## config.mk

```make
export PLATFORM = sky130hd
export DESIGN_NAME = mips_boot_ctrl
export DESIGN_NICKNAME = d
export VERILOG_FILES = /design/src/rtl/mips_boot_pkg.sv /design/src/rtl/mips_word_serialiser.sv /design/src/rtl/mips_boot_ctrl.sv
export SDC_FILE = /design/constraint.sdc
export NUM_CORES = 1
export LEC_CHECK = 0
export BUFFER_PORTS_ARGS = -buffer_cell sky130_fd_sc_hd__buf_4
export CAP_MARGIN = 10
export CORE_ASPECT_RATIO = 1.2
export CORE_MARGIN = 1.5
export CORE_UTILIZATION = 43
export DETAILED_ROUTE_END_ITERATION = 16
export PLACE_DENSITY = 0.68
export SYNTH_ARGS = -nofsm -noshare
export SYNTH_HDL_FRONTEND = slang
export SYNTH_HIERARCHICAL = 1
export SYNTH_SLANG_ARGS = --single-unit
```

## constraint.sdc

```tcl
create_clock -name clk -period 2.6 [get_ports clk]
set_input_delay 0.26 -clock clk [delete_from_list [all_inputs] [get_ports clk]]
set_output_delay 0.26 -clock clk [all_outputs]
set_load 0.05 [all_outputs]
```

## src/rtl/mips_boot_pkg.sv

```systemverilog
// Shared types and constants for the MIPS boot/run controller.
package mips_boot_pkg;

    typedef enum logic [2:0] {
        ST_IDLE,
        ST_WRITE,
        ST_CLR,
        ST_RUN,
        ST_DONE
    } boot_state_t;

    localparam logic        MEM_IMEM       = 1'b0;
    localparam logic        MEM_DMEM       = 1'b1;
    localparam int unsigned BYTES_PER_WORD = 4;

    // Byte k of a big-endian word: k = 0 is the most significant byte.
    function automatic logic [7:0] be_byte(input logic [31:0] word, input logic [1:0] k);
        return word[8*(3-k) +: 8];
    endfunction

endpackage

```

## src/rtl/mips_word_serialiser.sv

```systemverilog
// Serialises one latched 32-bit word into four consecutive big-endian byte writes.
module mips_word_serialiser
    import mips_boot_pkg::*;
#(
    parameter int unsigned ADDR_W = 32
) (
    input  logic              clk,
    input  logic              rst_n,
    input  logic              i_start,
    input  logic              i_sel,
    input  logic [ADDR_W-1:0] i_addr,
    input  logic [31:0]       i_data,
    output logic              o_we,
    output logic              o_sel,
    output logic [ADDR_W-1:0] o_addr,
    output logic [7:0]        o_byte,
    output logic              o_done
);

    logic              r_active;
    logic [1:0]        r_idx;
    logic              r_sel;
    logic [ADDR_W-1:0] r_addr;
    logic [31:0]       r_data;
    logic              w_last;

    assign w_last = (r_idx == 2'(BYTES_PER_WORD - 1));

    always_ff @(posedge clk or negedge rst_n) begin
        if (!rst_n) begin
            r_active <= 1'b0;
            r_idx    <= '0;
            r_sel    <= 1'b0;
            r_addr   <= '0;
            r_data   <= '0;
        end else if (i_start) begin
            r_active <= 1'b1;
            r_idx    <= '0;
            r_sel    <= i_sel;
            r_addr   <= i_addr;
            r_data   <= i_data;
        end else if (r_active) begin
            r_idx <= r_idx + 2'd1;
            if (w_last) begin
                r_active <= 1'b0;
            end
        end
    end

    // Outputs are forced to zero between words so idle bus values match reset.
    always_comb begin
        o_we   = 1'b0;
        o_sel  = 1'b0;
        o_addr = '0;
        o_byte = '0;
        o_done = 1'b0;
        if (r_active) begin
            o_we   = 1'b1;
            o_sel  = r_sel;
            o_addr = r_addr + ADDR_W'(r_idx);
            o_byte = be_byte(r_data, r_idx);
            o_done = w_last;
        end
    end

endmodule

```

## src/rtl/mips_boot_ctrl.sv

```systemverilog
// Boot/run controller: loads IMEM/DMEM byte-wise, clears the register file,
// releases the core and stops it on halt (PC stuck) or cycle-budget timeout.
module mips_boot_ctrl
    import mips_boot_pkg::*;
#(
    parameter int unsigned ADDR_W      = 32,
    parameter int unsigned IMEM_BYTES  = 256,
    parameter int unsigned DMEM_BYTES  = 256,
    parameter int unsigned RUN_CYCLES  = 20,
    parameter int unsigned HALT_REPEAT = 3,
    parameter int unsigned CNT_W       = 16
) (
    input  logic              clk,
    input  logic              rst_n,
    input  logic              ld_valid,
    output logic              ld_ready,
    input  logic              ld_sel,
    input  logic [ADDR_W-1:0] ld_addr,
    input  logic [31:0]       ld_data,
    input  logic              ld_last,
    output logic              mem_we,
    output logic              mem_sel,
    output logic [ADDR_W-1:0] mem_addr,
    output logic [7:0]        mem_wbyte,
    output logic              rf_clr,
    output logic              cpu_rst_n,
    input  logic [31:0]       pc_in,
    output logic              busy,
    output logic              done,
    output logic              halted,
    output logic              timeout,
    output logic              ld_err,
    output logic [CNT_W-1:0]  cycle_cnt
);

    localparam int unsigned REP_W = $clog2(HALT_REPEAT + 1);

    boot_state_t       r_state;
    boot_state_t       w_next;
    logic              r_last;
    logic              r_ld_err;
    logic              r_halted;
    logic              r_timeout;
    logic [CNT_W-1:0]  r_cnt;
    logic [REP_W-1:0]  r_rep;
    logic [31:0]       r_prev_pc;

    logic              w_hs;
    logic              w_bad;
    logic              w_start;
    logic [ADDR_W-1:0] w_limit;
    logic [REP_W-1:0]  w_rep_nxt;
    logic              w_halt;
    logic              w_tmo;
    logic              w_ser_done;

    assign w_hs      = ld_valid & ld_ready;
    assign w_limit   = (ld_sel == MEM_DMEM) ? ADDR_W'(DMEM_BYTES - BYTES_PER_WORD)
                                            : ADDR_W'(IMEM_BYTES - BYTES_PER_WORD);
    assign w_bad     = (ld_addr[1:0] != 2'b00) | (ld_addr > w_limit);
    assign w_start   = w_hs & ~w_bad;
    assign w_rep_nxt = (pc_in == r_prev_pc) ? r_rep + REP_W'(1) : '0;
    // Halt takes priority when it coincides with the last budgeted cycle.
    assign w_halt    = (r_state == ST_RUN) && (w_rep_nxt == REP_W'(HALT_REPEAT - 1));
    assign w_tmo     = (r_state == ST_RUN) && !w_halt && (r_cnt == CNT_W'(RUN_CYCLES - 1));

    mips_word_serialiser #(
        .ADDR_W (ADDR_W)
    ) u_ser (
        .clk     (clk),
        .rst_n   (rst_n),
        .i_start (w_start),
        .i_sel   (ld_sel),
        .i_addr  (ld_addr),
        .i_data  (ld_data),
        .o_we    (mem_we),
        .o_sel   (mem_sel),
        .o_addr  (mem_addr),
        .o_byte  (mem_wbyte),
        .o_done  (w_ser_done)
    );

    always_ff @(posedge clk or negedge rst_n) begin
        if (!rst_n) begin
            r_state <= ST_IDLE;
        end else begin
            r_state <= w_next;
        end
    end

    always_comb begin
        w_next = r_state;
        case (r_state)
            ST_IDLE: begin
                if (w_hs) begin
                    if (w_bad) begin
                        w_next = ld_last ? ST_CLR : ST_IDLE;
                    end else begin
                        w_next = ST_WRITE;
                    end
                end
            end
            ST_WRITE: begin
                if (w_ser_done) begin
                    w_next = r_last ? ST_CLR : ST_IDLE;
                end
            end
            ST_CLR:  w_next = ST_RUN;
            ST_RUN: begin
                if (w_halt || w_tmo) begin
                    w_next = ST_DONE;
                end
            end
            ST_DONE: w_next = ST_DONE;
            default: w_next = ST_IDLE;
        endcase
    end

    always_comb begin
        ld_ready  = 1'b0;
        rf_clr    = 1'b0;
        cpu_rst_n = 1'b0;
        busy      = 1'b0;
        done      = 1'b0;
        case (r_state)
            ST_IDLE:  ld_ready = 1'b1;
            ST_WRITE: busy = 1'b1;
            ST_CLR: begin
                busy   = 1'b1;
                rf_clr = 1'b1;
            end
            ST_RUN: begin
                busy      = 1'b1;
                cpu_rst_n = 1'b1;
            end
            ST_DONE:  done = 1'b1;
            default:  ld_ready = 1'b0;
        endcase
    end

    always_ff @(posedge clk or negedge rst_n) begin
        if (!rst_n) begin
            r_last    <= 1'b0;
            r_ld_err  <= 1'b0;
            r_halted  <= 1'b0;
            r_timeout <= 1'b0;
            r_cnt     <= '0;
            r_rep     <= '0;
            r_prev_pc <= '0;
        end else begin
            r_prev_pc <= pc_in;
            if (w_start) begin
                r_last <= ld_last;
            end
            if (w_hs && w_bad) begin
                r_ld_err <= 1'b1;
            end
            if (r_state == ST_RUN) begin
                r_rep <= w_rep_nxt;
                if (r_cnt != '1) begin
                    r_cnt <= r_cnt + CNT_W'(1);
                end
                if (w_halt) begin
                    r_halted <= 1'b1;
                end
                if (w_tmo) begin
                    r_timeout <= 1'b1;
                end
            end else begin
                r_rep <= '0;
            end
        end
    end

    assign halted    = r_halted;
    assign timeout   = r_timeout;
    assign ld_err    = r_ld_err;
    assign cycle_cnt = r_cnt;

endmodule

```

# Word-level counts from Yosys, hierarchy flattened

Index checks and enable logic that the tools add are counted.
Widths: inputs -> output; s select.

Memories kept: 0
Register bits: 125
RAM bits: 0
ROM bits: 0
Output and inout bits: 66
Bits in latches: 0

Div/mod/pow operators: 0
Add/sub/neg operators: 5
Mux-type cells: 24
Bitwise gates (word level): 4
Multipliers: 0
Magnitude comparators: 1
Shift-type cells: 1
Eq/ne operators: 12
Reductions and logical operators: 14

Operators by type and width:

| cell                  | count |
|---|---|
| $shiftx 32x33->8      | 1 |
| $add 32x2->32         | 1 |
| $eq 32x32->1          | 1 |
| $gt 32x8->1 const B   | 1 |
| $mux 32               | 1 |
| $add 16x1->16 const B | 1 |
| $eq 16x5->1 const B   | 1 |
| $ne 16x16->1 const B  | 1 |
| $pmux 3 s5            | 1 |
| $mux 2                | 7 |
| $mux 1                | 11 |
| $mux 3                | 3 |
| $mux 8                | 1 |
| $eq 3x2->1 const B    | 2 |
| $reduce_and 2->1      | 3 |
| $add 2x1->2 const B   | 2 |
| $eq 2x2->1 const B    | 2 |
| $logic_and 1x1->1     | 4 |
| $ne 2x1->1 const B    | 2 |
| $reduce_bool 2->1     | 2 |
| $eq 3x1->1 const B    | 1 |
| $eq 3x3->1 const B    | 1 |
| $logic_not 3->1       | 1 |
| $reduce_and 3->1      | 1 |
| 8 further kinds       | 9 |

# Depth between registers and ports, before layout

Gate-level depths: netlist (run 1).

Depth after elaboration: 10
Gate-level depth with buffers: 8

# Modules after synthesis

The synthesis (run 1) kept the hierarchy.

By module, submodules not included:

| module               | sequential area each (µm²) | cells each | times used | area an instance (µm²) |
|---|---|---|---|---|
| mips_word_serialiser | 1701.6                     | 310        | 1          | 3618.5 |
| mips_boot_ctrl       | 1426.4                     | 201        | 1          | 2417.3 |

# Worst setup path after synthesis (run 1)

No wires, ideal clock.

Path type: register to output
Start point: register u_ser.r_idx[0]
End point: output port mem_addr[30]
Arrival time: 3.160 ns
Slack: -0.820 ns
Cell stages (with the launch flop): 8
Data required time: 2.340 ns
Cells stage by stage: dfrtp_1 -> ha_1 -> fa_1 -> and4_1 -> buf_2 -> nand4_1 -> clkbuf_1 -> o41ai_1

Cells in the longest elaborated chain, start to end: 2

Ends and longest elaborated chain:

| what                   | RTL line                   | source |
|---|---|---|
| start, declared        | mips_word_serialiser.sv:21 | `logic [1:0] r_idx;` |
| start signal, assigned | mips_word_serialiser.sv:43 | `r_idx <= r_idx + 2'd1;` |
| $add 32x2->32          | mips_word_serialiser.sv:60 | `o_addr = r_addr + ADDR_W'(r_idx);` |
| $mux 32                | mips_word_serialiser.sv:57 | `if (r_active) begin` |
| end, declared          | mips_boot_ctrl.sv:23       | `output logic [ADDR_W-1:0] mem_addr,` |

Every way passes these cells.

# Worst setup path in the final report (run 1)

Start point: register u_ser.r_addr[0]
End point: output port mem_addr[26]

Cells in the longest elaborated chain, start to end: 2

Ends and longest elaborated chain:

| what                   | RTL line                   | source |
|---|---|---|
| start, declared        | mips_word_serialiser.sv:23 | `logic [ADDR_W-1:0] r_addr;` |
| start signal, assigned | mips_word_serialiser.sv:40 | `r_addr <= i_addr;` |
| $add 32x2->32          | mips_word_serialiser.sv:60 |  |
| $mux 32                | mips_word_serialiser.sv:57 |  |

Every way passes these cells.

==> results by group, run 1 <==
Global route
  – Total track usage: 22.04%
  – Grt total ovfl: 0
  – First-pass GRT wire length: roughly 26000 um
  – Number of global-route vias before repair: about 5200
  – Initial antenna violation count: 0
  – Largest net degree at the start of global routing: 75

Drt
  – Via-to-Cell Ratio: 5.317
  – Met2 routed WL: roughly 8200 um
  – Highest Signal Layer: met4
  – 1st-iter DRT viols: 327
  – Pre-Repair DR Iteration Count: 4
  – M1 wire length: 6311 um
  – Avg WL per Cell: between 15 and 20 um
  – Wirelength, routed: about 16000 um
  – Met3 routed WL: 803 um
  – Vias: 4865
  – DRC viols: 0
  – Post-DRT Antenna Nets: 0

Synth
  – Top post-synthesis cells by area: dfrtp_1, mux2_2, xnor2_1
  – Area share of the largest cell type after synthesis: between 50 and 60%
  – Yosys Warn Count: 6
  – Flops & latches, synth: around 130
  – Synth Net Count: between 600 and 700
  – Synthesized cell area: approximately 6000 sq um
  – Ys flop type: dfrtp_1
  – Post-synth EDFFs: 0
  – Netlist cell types: 44
  – Post-synth ARST share: 100.0%
  – Register area share after synthesis: between 50% and 60%
  – Post-Syn Area per Cell: between 10 and 15 sq um
  – Largest area contributor in the netlist: dfrtp_1
  – Cells after synthesis: a little over 500

Finish
  – Area Growth Syn to Fin: 46.75%
  – Share of layout cells above drive strength 1: between 40% and 50%
  – Final instance area: between 8000 and 9000 sq um
  – Final #Nets: 837
  – N_diodes: 0

Pwr
  – Share of total power in combinational logic: slightly below 6%
  – Internal power: approximately 3.6 mW
  – Register share of total power: a little over two fifths
  – Switching power: approximately 1 mW
  – Lkg Pwr: 3.960 nW
  – Clk pwr share: 51.0%
  – Power density cells: roughly 520 nW/um^2
  – Peak VDD IR: roughly 550 uV
  – Power, Total: ~4.6 mW
  – Net Sw Frac: a little over a fifth

Placed design
  – Area after DPL: about 7700 sq um
  – GP Congestion: between 0.8 and 0.9
  – PortBufs: between 150 and 200
  – Dpl hpwl: about 11000 um

Clock network
  – Clk Tree Root Cell: clkbuf_16
  – CTS Buffer Depth: 2
  – CTS tree: yes
  – CTS buffer count: 17
  – Clock latency on the worst-skew pair: 0.40 ns
  – Max H-tree Level: 4
  – Clock sink count: about 130
  – Clock Pin Slew Worst Setup and Hold Paths: around 0.060 ns

Hold path
  – HP Class: input port to flop

Critical path
  – Critical Path RT: 2.34 ns
  – Setup crit start kind: flop
  – Worst setup EP type: output port
  – WS Path Type: flop to output port
  – CP max FO: 9
  – WP data arrival: about 2.6 ns

Status
  – Status: complete, but fails checks
  – Failing checks: setup timing

STA
  – Fin crit share: 109.4%
  – Fmax: approximately 350 MHz
  – Slew @ Worst Pin: 0.6644 ns
  – Fin. max-slew vios: 0
  – Hold slack: roughly 0.085 ns
  – Slew headroom: roughly 55%
  – Unrepaired setup endpoints after global routing: true
  – Tmin final: 2.845 ns
  – Setup Skew: between 0.008 and 0.009 ns
  – Final hold vios: 0
  – Finish-stage setup viols: 18
  – Final WS setup: -0.2447 ns

Die
  – Starting Density: a little over two fifths
  – Row cnt: 47
  – Core area: roughly 14000 sq um
  – DIE WIDTH: about 110 um
  – Die footprint: between 10000 and 15000 sq um
  – Vert. Die Dim: about 130 um
  – I/O pins: about 170

Run
  – Max cap viols: 0
-- layer usage --
layer | GRT usage [%] | vias to the layer above
met5 | 0 | -
met3 | 4.627 | 24
met2 | 37.89 | 147
met1 | 27.71 | 2385
met4 | 7.736 | 0
li1 | - | 2309
-- worst paths after layout --
path / from / endpoint / slack [ns] / depth (start not counted)
min in group asynchronous: rst_n / u_ser/r_addr[20] / 0.27 / 2
max in group asynchronous: rst_n / cycle_cnt[14] / 1.62 / 3
hold reg to reg: halted / halted / 0.47 / 1
setup / recovery: u_ser/r_addr[0] / mem_addr[26] / -0.24 / 9
setup reg to reg: cycle_cnt[4] / cycle_cnt[1] / 0.56 / 4
hold / removal: ld_data[13] / u_ser/r_data[13] / 0.09 / 2
-- logic make-up (layout without fill, tap and decap cells) --
group	count (synthesis)	in the layout	share of synthesized area (%)
multiplexers	74	74	15.26
XOR/XNOR	60	60	8.706
buffers and inverters	31	263	1.990
flip-flops	125	125	51.82
AND/OR/NAND/NOR	164	165	15.40
AO/OA/AOI/OAI	52	52	5.659
adder cells (fa/ha/maj)	5	5	1.161
-- placed cells by master (no fill, tap or decap), drive strengths merged, types with 6 or more instances in the layout --
cell,instances
buf,188
dfrtp,125
mux2,64
xnor2,44
dlygate4sd3,33
nor2,28
nand4,21
nand2,19
clkbuf,19
a21oi,17
and2,16
xor2,16
nand3,16
inv,16
nor4,13
or4,12
o31ai,11
nor3,11
o21ai,11
mux4,8
or3,8
and4,6
-- metrics by stage --
step / std cells / utilization, % / TNS [ns] / setup WS [ns]
after floorplan: 511 / - / -0.1738 / -0.1738
after CTS: 914 / 64.09 / -2.525 / -0.2562
after global placement: 843 / 56.16 / 0 / 0.05570
after detailed placement: 843 / 56.16 / 0 / 0.01938
final: 915 / 64.37 / -2.284 / -0.2447
after global routing: 915 / 64.37 / -4.025 / -0.3251
-- Yosys cell counts (4+ instances only) --
library cell	n
mux4_2	8
nand3_1	15
o21ai_0	10
a21oi_1	17
or3_1	7
nor4_1	12
o31ai_1	11
or4_1	11
clkbuf_1	18
xnor2_1	44
dfrtp_1	125
nor3_1	11
and2_1	16
inv_1	10
and4_1	6
xor2_1	16
ha_1	4
nor2_1	28
nand2b_1	4
nand4_1	21
mux2_2	64
nand2_1	19
-- cell type report --
| cell class | instances | area, sq um |
|---|---|---|
| Fill cell | 1098 | 4903 |
| Sequential cell | 125 | 3128 |
| Inverter | 10 | 37.54 |
| Timing Repair Buffer | 221 | 1864 |
| Multi-Input combinational cell | 356 | 3018 |
| Clock inverter | 13 | 152.6 |
| Tap cell | 171 | 214.0 |
| Clock buffer | 19 | 442.9 |
-- registers in the layout, summed over array words and instances (netlist names) --
signal	count
r_prev_pc	32
r_last	1
cycle_cnt	16
halted	1
u_ser/r_idx	2
u_ser/r_active	1
timeout	1
u_ser/r_sel	1
u_ser/r_addr	32
r_rep	2
ld_err	1
r_state	3
u_ser/r_data	32
-- repair_timing --
item,CTS,global route
pin swaps,4,2
resized for setup,32,7
hold buffers,33,0
buffers inserted,5,1
hold endpoints to repair,49,0
gates cloned,1,0
setup endpoints to repair,23,22
-- power groups by stage --
stage | clock network [mW] | registers (mW) | logic (mW)
global route | 2.49 | 1.98 | 0.299
finish | 2.35 | 1.98 | 0.270
CTS | 2.40 | 1.98 | 0.273
floorplan | 0 | 2.02 | 0.0493
global placement | 0 | 2.02 | 0.226
detailed placement | 0 | 2.02 | 0.232
-- critical path, cell delays in order (launching register included) --
cell	delay [ns]
dfrtp_1	0.35
ha_2	0.20
fa_2	0.20
and4_1	0.22
nand4_1	0.15
buf_12	0.17
buf_2	0.17
o31ai_1	0.45
a21oi_4	0.10
buf_6	0.17
No activity file was read; power rests on OpenSTA's default activity.
==> inputs of run 2 (changes only) <==
--- a/config.mk
+++ b/config.mk
@@ -5,13 +5,14 @@
 export SDC_FILE = /design/constraint.sdc
 export NUM_CORES = 1
 export LEC_CHECK = 0
+export ABC_AREA = 1
 export BUFFER_PORTS_ARGS = -buffer_cell sky130_fd_sc_hd__buf_4
 export CAP_MARGIN = 10
 export CORE_ASPECT_RATIO = 1.2
 export CORE_MARGIN = 1.5
 export CORE_UTILIZATION = 43
 export DETAILED_ROUTE_END_ITERATION = 16
-export PLACE_DENSITY = 0.68
+export PLACE_DENSITY = 0.67
 export SYNTH_ARGS = -nofsm -noshare
 export SYNTH_HDL_FRONTEND = slang
 export SYNTH_HIERARCHICAL = 1
==> run 2 against run 1 <==
Effect of this change:
- the run now ends clean
- count of clock-buffer cells in the layout shrank 2
- critical path depth grew 1
- largest power group unchanged
- global-route usage grew 1.4 points
- design area grew 2.3%
- clock skew shrank 0.0014 ns
- setup slack gained 0.39 ns
- maximum frequency grew 16%
- via count grew 28%
- non-clock buffer count shrank 10
- combinational power grew to 3.5 times the previous value
- wire length grew 15%
==> results by group, run 2 <==
Finish
  – Multi-input logic area: 2992 sq um (-0.87%)
  – Largest registers: r_prev_pc (32), u_ser/r_addr (32), u_ser/r_data (32)
  – Final cell count without fillers: 1310 (+43%)
  – N_diodes: 0 (unchanged)
  – Commonest cells after routing, fill and taps aside: nand2_1, buf_4, dfrtp_1
  – Final #Nets: 1199 (+43%)
  – Final instance area: 9060 sq um (+2.3%)
  – Leading cell type in the layout, fill and taps excluded: nand2_1
  – Fill cell count: 1430 (+30%)
  – Reg area: 3129 sq um (about the same)
  – Area Growth Syn to Fin: 37.74%
  – Share of layout cells above drive strength 1: 23.15% (-21 points)

Critical path
  – Delay-heaviest family, CP: simple AND/OR/NAND/NOR gates
  – Setup crit start kind: flop
  – Cell Chain, Critical Path: ha_4, fa_2, nand2_2, nor2_4, nand2_2, nor2_4, nand3_1, nand2_1, nor2_1, buf_4
  – WS Path Type: flop to output port
  – Slowest cell delay on critical path: 0.41 ns (-0.04 ns)
  – WP data arrival: 2.20 ns (-0.38 ns)
  – CP max-delay cell: dfrtp_1
  – Worst setup EP type: output port
  – Critical Path RT: 2.34 ns (about the same)
  – CP max FO: 7 (-2)
  – WP buf/inv: 1 (-2)

Die
  – Core area: 14960 sq um (+8.7%)
  – DIE WIDTH: 115.9 um (+4.3%)
  – Row cnt: 49 (+4.3%)
  – Vert. Die Dim: 138.5 um (+4.3%)
  – Starting Density: 43.97% (+0.11 points)
  – I/O pins: 167 (unchanged)
  – Die footprint: 16050 sq um (+8.7%)

Synth
  – Post-synth ARST share: 100.0% (unchanged)
  – Synth Net Count: 993 (+61%)
  – Cells after synthesis: 887 (+74%)
  – Netlist cell types: 35 (-20%)
  – Post-synth EDFFs: 0 (unchanged)
  – Area share of the largest cell type after synthesis: 47.56% (-4.3 points)
  – Flops & latches, synth: 125 (unchanged)
  – Largest area contributor in the netlist: dfrtp_1
  – Commonest cells post-synth: nand2_1, dfrtp_1, nor2_1, inv_1, o21ai_0
  – Synthesized cell area: 6578 sq um (+9.0%)
  – Most frequent cell after synthesis: nand2_1
  – Yosys Warn Count: 6 (unchanged)
  – Register area share after synthesis: 47.56% (-4.3 points)
  – Top post-synthesis cells by area: dfrtp_1, nand2_1, nor2_1
  – Ys flop type: dfrtp_1
  – Post-Syn Area per Cell: 7.416 sq um (-37%)

Drt
  – Vias: 6224 (+28%)
  – Avg WL per Cell: 13.78 um (-19%)
  – Post-DRT Antenna Nets: 0 (unchanged)
  – Wirelength, routed: 18050 um (+15%)
  – 1st-iter DRT viols: 353 (+8.0%)
  – Pre-Repair DR Iteration Count: 5 (+1)
  – Via-to-Cell Ratio: 4.751 (-11%)
  – DRC viols: 0 (unchanged)

Pwr
  – Clk pwr share: 44.6% (-6.4 points)
  – Net Sw Frac: 28.71% (+6.9 points)
  – Register share of total power: 38.2% (-4.9 points)
  – Switching power: 1.570 mW (+56%)
  – Peak VDD IR: 646.4 uV (+17%)
  – Share of total power in combinational logic: 17.2% (+11 points)
  – Power density cells: 603.4 nW/um^2 (+16%)
  – Lkg Pwr: 4.626 nW (+17%)
  – Internal power: 3.897 mW (+8.4%)

Global route
  – First-pass GRT wire length: 29150 um (+12%)
  – Grt total ovfl: 0 (unchanged)
  – Initial antenna violation count: 0 (unchanged)
  – Total track usage: 23.40% (+1.4 points)
  – Number of global-route vias before repair: 6083 (+18%)
  – Largest net degree at the start of global routing: 56 (-25%)

STA
  – Slew @ Worst Pin: 0.7285 ns (+0.06415 ns)
  – Unrepaired setup endpoints after global routing: true
  – Slew headroom: 51.38% (-4.0 points)
  – Tmin final: 2.455 ns (-0.3892 ns)
  – Hold slack: 0.04947 ns (-0.03579 ns)
  – Finish-stage setup viols: 0 (-18)
  – Fmax: 407.3 MHz (+16%)
  – Final WS setup: 0.1446 ns (+0.3892 ns)
  – Fin crit share: 94.44% (-15 points)
  – Final hold vios: 0 (unchanged)
  – Setup Skew: 0.007615 ns (-0.001378 ns)
  – Fin. max-slew vios: 0 (unchanged)

Run
  – Max cap viols: 0 (unchanged)

Clock network
  – Clock sink count: 125 (unchanged)
  – Clock latency on the worst-skew pair: 0.41 ns (about the same)
  – CTS tree: yes
  – Clk Tree Root Cell: clkbuf_16
  – CTS buffer count: 17 (unchanged)
  – Clock Pin Slew Worst Setup and Hold Paths: 0.06 ns (about the same)
  – Max H-tree Level: 4 (unchanged)
  – CTS Buffer Depth: 2 (unchanged)

Hold path
  – HP Class: input port to flop

Placed design
  – Area after DPL: 8053 sq um (+4.2%)
  – Place WS: 0.3642 ns (+0.3448 ns)
  – Dpl hpwl: 13200 um (+20%)
  – PortBufs: 166 (unchanged)
  – Placed Cells: 1242 (+47%)
  – GP Congestion: 0.8904 (+0.80%)

Status
  – Status: completed
## run 2: changes by cell type after synthesis, moves of 11 or more
cell,delta
a21oi_1,+24
and2_1,-16
mux2_2,-64
nand4_1,-19
nor2_2,+16
nand2_1,+283
nor2_1,+71
nand3_1,+14
inv_1,+88
o21ai_0,+54
xnor2_1,-21
or4_1,-11
## run 2: area by class of cell
cell class / count / area share, %
tap: 204 / 2.817
multi-input combinational: 633 / 33.02
timing repair buffer: 211 / 18.53
clock buffer: 17 / 4.695
clock inverter: 15 / 2.044
sequential: 125 / 34.54
inverter: 105 / 4.350
## run 2: worst reg2reg max path, stage by stage, from the launching register on
cell and delay (ns):
dfrtp_1 0.40, nor2_1 0.15, inv_1 0.08, nor2_1 0.27
nand3_1 0.18, inv_2 0.11, clkinv_1 0.11, buf_4 0.27
nand2_1 0.14, o21ai_0 0.09
## run 2: repair_timing
action                     in CTS  in global routing
cloned                          0                  0
hold buffers                   33                  0
resized for setup               1                 10
pin swaps                       0                  4
hold endpoints to repair       67                  0
buffers inserted                0                  3
setup endpoints to repair       7                 15
## run 2: worst paths after layout
check	endpoint	depth (start not counted)	from	slack (ns)
hold / removal	u_ser/r_data[25]	3	ld_data[25]	0.05
min in group asynchronous	u_ser/r_addr[3]	2	rst_n	0.38
setup / recovery	mem_addr[24]	10	u_ser/r_addr[0]	0.14
setup reg to reg	u_ser/r_idx[0]	9	r_state[1]	0.67
max in group asynchronous	r_rep[0]	3	rst_n	1.38
hold reg to reg	r_rep[0]	1	r_rep[0]	0.46
## run 2: stage by stage
| step | TNS [ns] | util [%] | power, mW |
|---|---|---|---|
| 2_1_floorplan | 0 | - | 2.666 |
| 3_3_place_gp | 0 | 53.83 | 3.019 |
| 3_5_place_dp | 0 | 53.83 | 3.027 |
| 4_1_cts | 0 | 60.13 | 5.520 |
| 5_1_grt | -0.03323 | 60.56 | 5.704 |
| 6_report | 0 | 60.56 | 5.467 |
## run 2: per-layer routing
metal / vias up / part of all wire [%] / track usage (%)
met2: 212 / 50 / 39.13
li1: 3158 / - / -
met4: 0 / 2.0 / 7.574
met3: 25 / 8.3 / 7.935
met1: 2829 / 40 / 28.12
met5: - / 0 / 0
## run 2: power groups by stage
stage          Sequential [mW]  Clock [mW]  Combinational, mW
2_1_floorplan             2.22           0              0.449
3_3_place_gp              2.12           0              0.898
3_5_place_dp              2.12           0              0.904
4_1_cts                   2.09        2.48              0.947
5_1_grt                   2.10        2.57               1.04
6_report                  2.09        2.44              0.939
## run 2: logic make-up (layout without fill, tap and decap cells)
kind of cell	after synthesis	in the layout	synth area share, %
XOR/XNOR	37	37	4.927
flip-flops	125	125	47.56
buffers and inverters	129	348	7.609
AO/OA/AOI/OAI	117	117	9.188
adder cells (fa/ha/maj)	5	5	1.065
AND/OR/NAND/NOR	474	474	29.66
